File: src/rtl/fetch_queue.sv
// Pipelined fetch front end: owns the PC, issues one instruction-memory read per
// cycle and buffers returned {pc, instr} pairs in a DEPTH-entry queue for decode.
module fetch_queue #(
  parameter int              XLEN     = 32,
  parameter int              INSTR_W  = 32,
  parameter logic [XLEN-1:0] RESET_PC = 32'h0100_0000,
  parameter int              DEPTH    = 4
) (
  input  logic               clk,
  input  logic               reset,
  input  logic               redirect_valid,
  input  logic [XLEN-1:0]    redirect_pc,
  output logic               imem_req,
  output logic [XLEN-1:0]    imem_addr,
  input  logic [INSTR_W-1:0] imem_rdata,
  output logic               out_valid,
  input  logic               out_ready,
  output logic [XLEN-1:0]    out_pc,
  output logic [INSTR_W-1:0] out_instr
);

  localparam int PW = (DEPTH > 1) ? $clog2(DEPTH) : 1;
  localparam int CW = PW + 1;
  localparam logic [CW:0] DEPTH_W = (CW + 1)'(DEPTH);

  logic [XLEN-1:0]    pc_reg;
  logic [XLEN-1:0]    resp_pc_reg;
  logic               inflight_reg;
  logic [CW-1:0]      count_reg;
  logic [PW-1:0]      rd_ptr_reg;
  logic [PW-1:0]      wr_ptr_reg;

  logic [XLEN-1:0]    pc_mem    [DEPTH];
  logic [INSTR_W-1:0] instr_mem [DEPTH];

  logic [CW:0]        occupancy;
  logic               issue;
  logic               push;
  logic               pop;
  logic [XLEN-1:0]    target_pc;

  // Counting the in-flight slot as occupied guarantees the response always has room.
  assign occupancy = {1'b0, count_reg} + (CW + 1)'(inflight_reg);
  assign issue     = !reset && !redirect_valid && (occupancy < DEPTH_W);
  assign push      = inflight_reg && !redirect_valid;
  assign pop       = out_valid && out_ready && !redirect_valid;
  assign target_pc = redirect_pc & ~XLEN'(3);

  assign imem_req  = issue;
  assign imem_addr = pc_reg;
  assign out_valid = !reset && (count_reg != '0);
  assign out_pc    = pc_mem[rd_ptr_reg];
  assign out_instr = instr_mem[rd_ptr_reg];

  always_ff @(posedge clk) begin
    if (reset) begin
      pc_reg       <= RESET_PC;
      resp_pc_reg  <= '0;
      inflight_reg <= 1'b0;
      count_reg    <= '0;
      rd_ptr_reg   <= '0;
      wr_ptr_reg   <= '0;
    end else if (redirect_valid) begin
      // Flush: the queued entries and the arriving response are both stale.
      pc_reg       <= target_pc;
      inflight_reg <= 1'b0;
      count_reg    <= '0;
      rd_ptr_reg   <= '0;
      wr_ptr_reg   <= '0;
    end else begin
      inflight_reg <= issue;
      if (issue) begin
        pc_reg      <= pc_reg + XLEN'(4);
        resp_pc_reg <= pc_reg;
      end
      if (push) wr_ptr_reg <= wr_ptr_reg + PW'(1);
      if (pop)  rd_ptr_reg <= rd_ptr_reg + PW'(1);
      case ({push, pop})
        2'b10:   count_reg <= count_reg + CW'(1);
        2'b01:   count_reg <= count_reg - CW'(1);
        default: count_reg <= count_reg;
      endcase
    end
  end

  always_ff @(posedge clk) begin
    if (!reset && push) begin
      pc_mem[wr_ptr_reg]    <= resp_pc_reg;
      instr_mem[wr_ptr_reg] <= imem_rdata;
    end
  end

endmodule

File: config.mk
export PLATFORM = sky130hd
export DESIGN_NAME = fetch_queue
export DESIGN_NICKNAME = d
export VERILOG_FILES = /design/src/rtl/fetch_queue.sv
export SDC_FILE = /design/constraint.sdc
export NUM_CORES = 1
export LEC_CHECK = 0
export CORE_MARGIN = 4
export CORE_UTILIZATION = 49
export CTS_CLUSTER_SIZE = 14
export DETAILED_ROUTE_END_ITERATION = 8
export PLACE_DENSITY = 0.77
export SKIP_CTS_REPAIR_TIMING = 1
export SYNTH_ARGS = -nofsm -noshare
export SYNTH_HDL_FRONTEND = slang
export SYNTH_SLANG_ARGS = --single-unit
File: constraint.sdc
create_clock -name clk -period 2.85 [get_ports clk]
set_input_delay 0.57 -clock clk [delete_from_list [all_inputs] [get_ports clk]]
set_output_delay 0.57 -clock clk [all_outputs]
set_load 0.05 [all_outputs]
==> flow_summary_export.csv <==
group,metric,value,unit
pwr,power.clock.fraction,40.7,%
worst_setup_path,cp-end-kind,"output port",
worst_setup_path,critPathKind,"flop to output port",
cells_and_area,drive_gt1_share,22.9,%
sta,slew_violations,0,
cells_and_area,fillerInstances,1821,
sta,finalSetupTns,0,ns
logic_synthesis,ys.flop_type,"edfxtp_1",
detailed_routing,firstDrtPassIters,4,
min_path,hp-class,"flop to flop",
worst_setup_path,crit_fanout,27,
pwr,comb_power_share,5.9,%
clock_tree,path_clk_slew,0.06,ns
floorplan,coreArea,24600,µm²
place,dpl.hpwl,16.1,mm
cells_and_area,final_area,15400,µm²
floorplan,die_h,167,µm
cells_and_area,final_nets,1007,
pwr,p_leak,5.20,nW
cells_and_area,area_growth,24.5,%
cells_and_area,final_cell_mix,"edfxtp_1, clkdlybuf4s50_1, buf_4",
flow_run,cap_viol_max_count,0,
clock_tree,worstSkewPairLatency,0.55,ns
clock_tree,cts_made_buffers,31,
logic_synthesis,syn-mean-instance-area,16.4,µm²
clock_tree,cts.sinks,318,
logic_synthesis,netlist_instances,754,
clock_tree,cts_max_level,1,
detailed_routing,drt-total-wl,25.5,mm
floorplan,start_util,50.3,%
pwr,p_switching,2.03,mW
sta,worstMarginPinSlew,0.677,ns
worst_setup_path,setup.worst_path.start_class,"flop",
floorplan,num_rows,57,
worst_setup_path,crit_required,2.28,ns
sta,fin_crit_sh,91.4,%
global_routing,grt_pass1_wl,40.6,mm
sta,maxSlewHeadroom,54.9,%
cells_and_area,regMostFlops,"instr_mem",
logic_synthesis,syn_area,12400,µm²
cells_and_area,diodes,0,
pwr,seqPwrFrac,53.4,%
clock_tree,cts_max_path_buffers,3,
global_routing,grt_overflow,0,
worst_setup_path,worstPathArrival,2.03,ns
cells_and_area,final_common_cell,"edfxtp_1",
floorplan,die-area,27900,µm²
global_routing,antenna_found_initial,0,
run_status,status,"finished clean",
place,io_buffers,159,
global_routing,grt_pass1_vias,7188,
floorplan,ios,166,
cells_and_area,largest_reg_flops,128,
pwr,ir_drop,437,µV
global_routing,met1_usage,26.2,%
detailed_routing,wl_per_cell,19.9,µm
cells_and_area,largestRegisters,"instr_mem: 128 flops, pc_mem: 120 flops",
global_routing,use_met2,29.0,%
global_routing,grt_max_degree,64,
logic_synthesis,yosysWarnings,0,
sta,setup_viol,0,
pwr,powerDensity,623,nW/µm²
detailed_routing,drt_iter0_drc,757,
logic_synthesis,yosysSeqAreaShare,71.5,%
sta,period_minus_slack,2.60,ns
pwr,power.internal,7.56,mW
sta,rsz0062_at_grt,"false",
logic_synthesis,ys_types,56,
sta,hold_viol_final,0,
detailed_routing,vias,7167,
logic_synthesis,synth-seq-cells,318,
detailed_routing,ant_nets,0,
pwr,switching_share,21.1,%
sta,fin_worst_skew,0.0239,ns
global_routing,grtUsageMet3,3.46,%
place,gp_congestion,0.823,
clock_tree,cts_tree,"done",
global_routing,grtUsageTotal,18.0,%
detailed_routing,drc_errors,0,
floorplan,fp.dieW,167,µm
global_routing,grt_busiest_layer,"met2",
detailed_routing,vias_per_cell,5.59,
place,placed_area,14300,µm²
sta,fmaxAchievable,384,MHz
logic_synthesis,synth-edff-count,248,
logic_synthesis,async_flop_share,0,%
clock_tree,clockRootBuffer,"clkbuf_16",
==> final cells by class <==
| type | count | area (µm²) | share of cell area [%] |
|---|---|---|---|
| clock inverters | 7 | 68.8 | 0.447 |
| clock buffers | 51 | 923 | 6.00 |
| flip-flops and latches | 318 | 8860 | 57.5 |
| multi-input cells | 376 | 3270 | 21.2 |
| well taps | 324 | 405 | 2.63 |
| inverters | 13 | 48.8 | 0.317 |
| repair buffers | 192 | 1820 | 11.8 |
==> cell usage after synthesis, types with 2 or more instances <==
master / n / share of area (%)
xor2_1: 7 / 0.50
buf_1: 4 / 0.12
nor2b_1: 3 / 0.15
o31ai_1: 7 / 0.42
or4_1: 7 / 0.42
nand3_1: 16 / 0.65
and3_1: 11 / 0.56
and4_1: 4 / 0.28
o311ai_0: 2 / 0.14
nor3_1: 3 / 0.12
clkbuf_1: 28 / 0.85
a211oi_1: 6 / 0.36
or3_1: 10 / 0.51
and2_1: 5 / 0.25
a21oi_1: 37 / 1.5
a32oi_1: 2 / 0.14
ha_1: 6 / 0.61
nand2_1: 83 / 2.5
mux4_2: 62 / 11
o311a_1: 2 / 0.16
dfxtp_1: 70 / 11
inv_1: 12 / 0.36
nand4_1: 12 / 0.61
nor3b_1: 5 / 0.30
o31a_1: 2 / 0.14
a22oi_1: 3 / 0.18
edfxtp_1: 248 / 60
a311oi_1: 10 / 0.71
nor4_1: 4 / 0.20
nor2_1: 28 / 0.85
o21ai_0: 8 / 0.32
buf_2: 10 / 0.40
buf_4: 7 / 0.42
nand4_2: 2 / 0.20
xnor2_1: 5 / 0.35
a221oi_1: 3 / 0.21
==> path summary, 6_finish.rpt <==
kind,from,end,slack (ns),cells past startpoint
worst max-delay path,flop,out_pc[17],0.25,3
worst min-delay path,resp_pc_reg[14]$_SDFFE_PP0P_,resp_pc_reg[14]$_SDFFE_PP0P_,0.50,2
worst max register to register,imem_addr[5]$_SDFFE_PP0P_,imem_addr[20]$_SDFFE_PP0P_,0.61,4
worst min register to register,resp_pc_reg[14]$_SDFFE_PP0P_,resp_pc_reg[14]$_SDFFE_PP0P_,0.50,2
==> worst max-delay path: stages (launching register included) <==
cell and delay, ns:
dfxtp_4 0.63, buf_4 0.28, mux4_2 0.36, buf_4 0.22
==> cell families after synthesis <==
family	share of synthesized area, %
AOI/OAI and AO/OA	4.97
adders and majority gates	0.769
DFF	71.5
buffers and inverters	2.29
xor gates and xnor gates	0.850
other	0.0303
muxes	11.4
and+or+nand+nor	8.21
==> routing by layer <==
metal	share of wire, %	wire length [µm]
met2	48	12300
met1	44	11200
met3	7.2	1850
met5	0	0
met4	1.1	276
==> power groups by stage <==
stage	Clock (mW)	Combinational, mW	Sequential [mW]
global route	4.21	0.598	5.13
finish	3.91	0.562	5.12
global placement	0	0.555	5.21
detailed placement	0	0.561	5.22
floorplan	0	0.218	5.30
CTS	4.00	0.564	5.12
==> through the flow <==
stage	setup WS [ns]	instances	utilization (%)	total power [mW]	hold slack [ns]
after floorplan	0.314	757	-	5.51	0.460
after global placement	0.179	1214	58.3	5.77	0.478
after detailed placement	0.158	1214	58.3	5.78	0.489
after CTS	0.0000193	1272	62.3	9.68	0.497
after global routing	0.129	1281	62.6	9.94	0.523
final	0.245	1281	62.6	9.59	0.496
No activity file was read; power rests on OpenSTA's default activity.
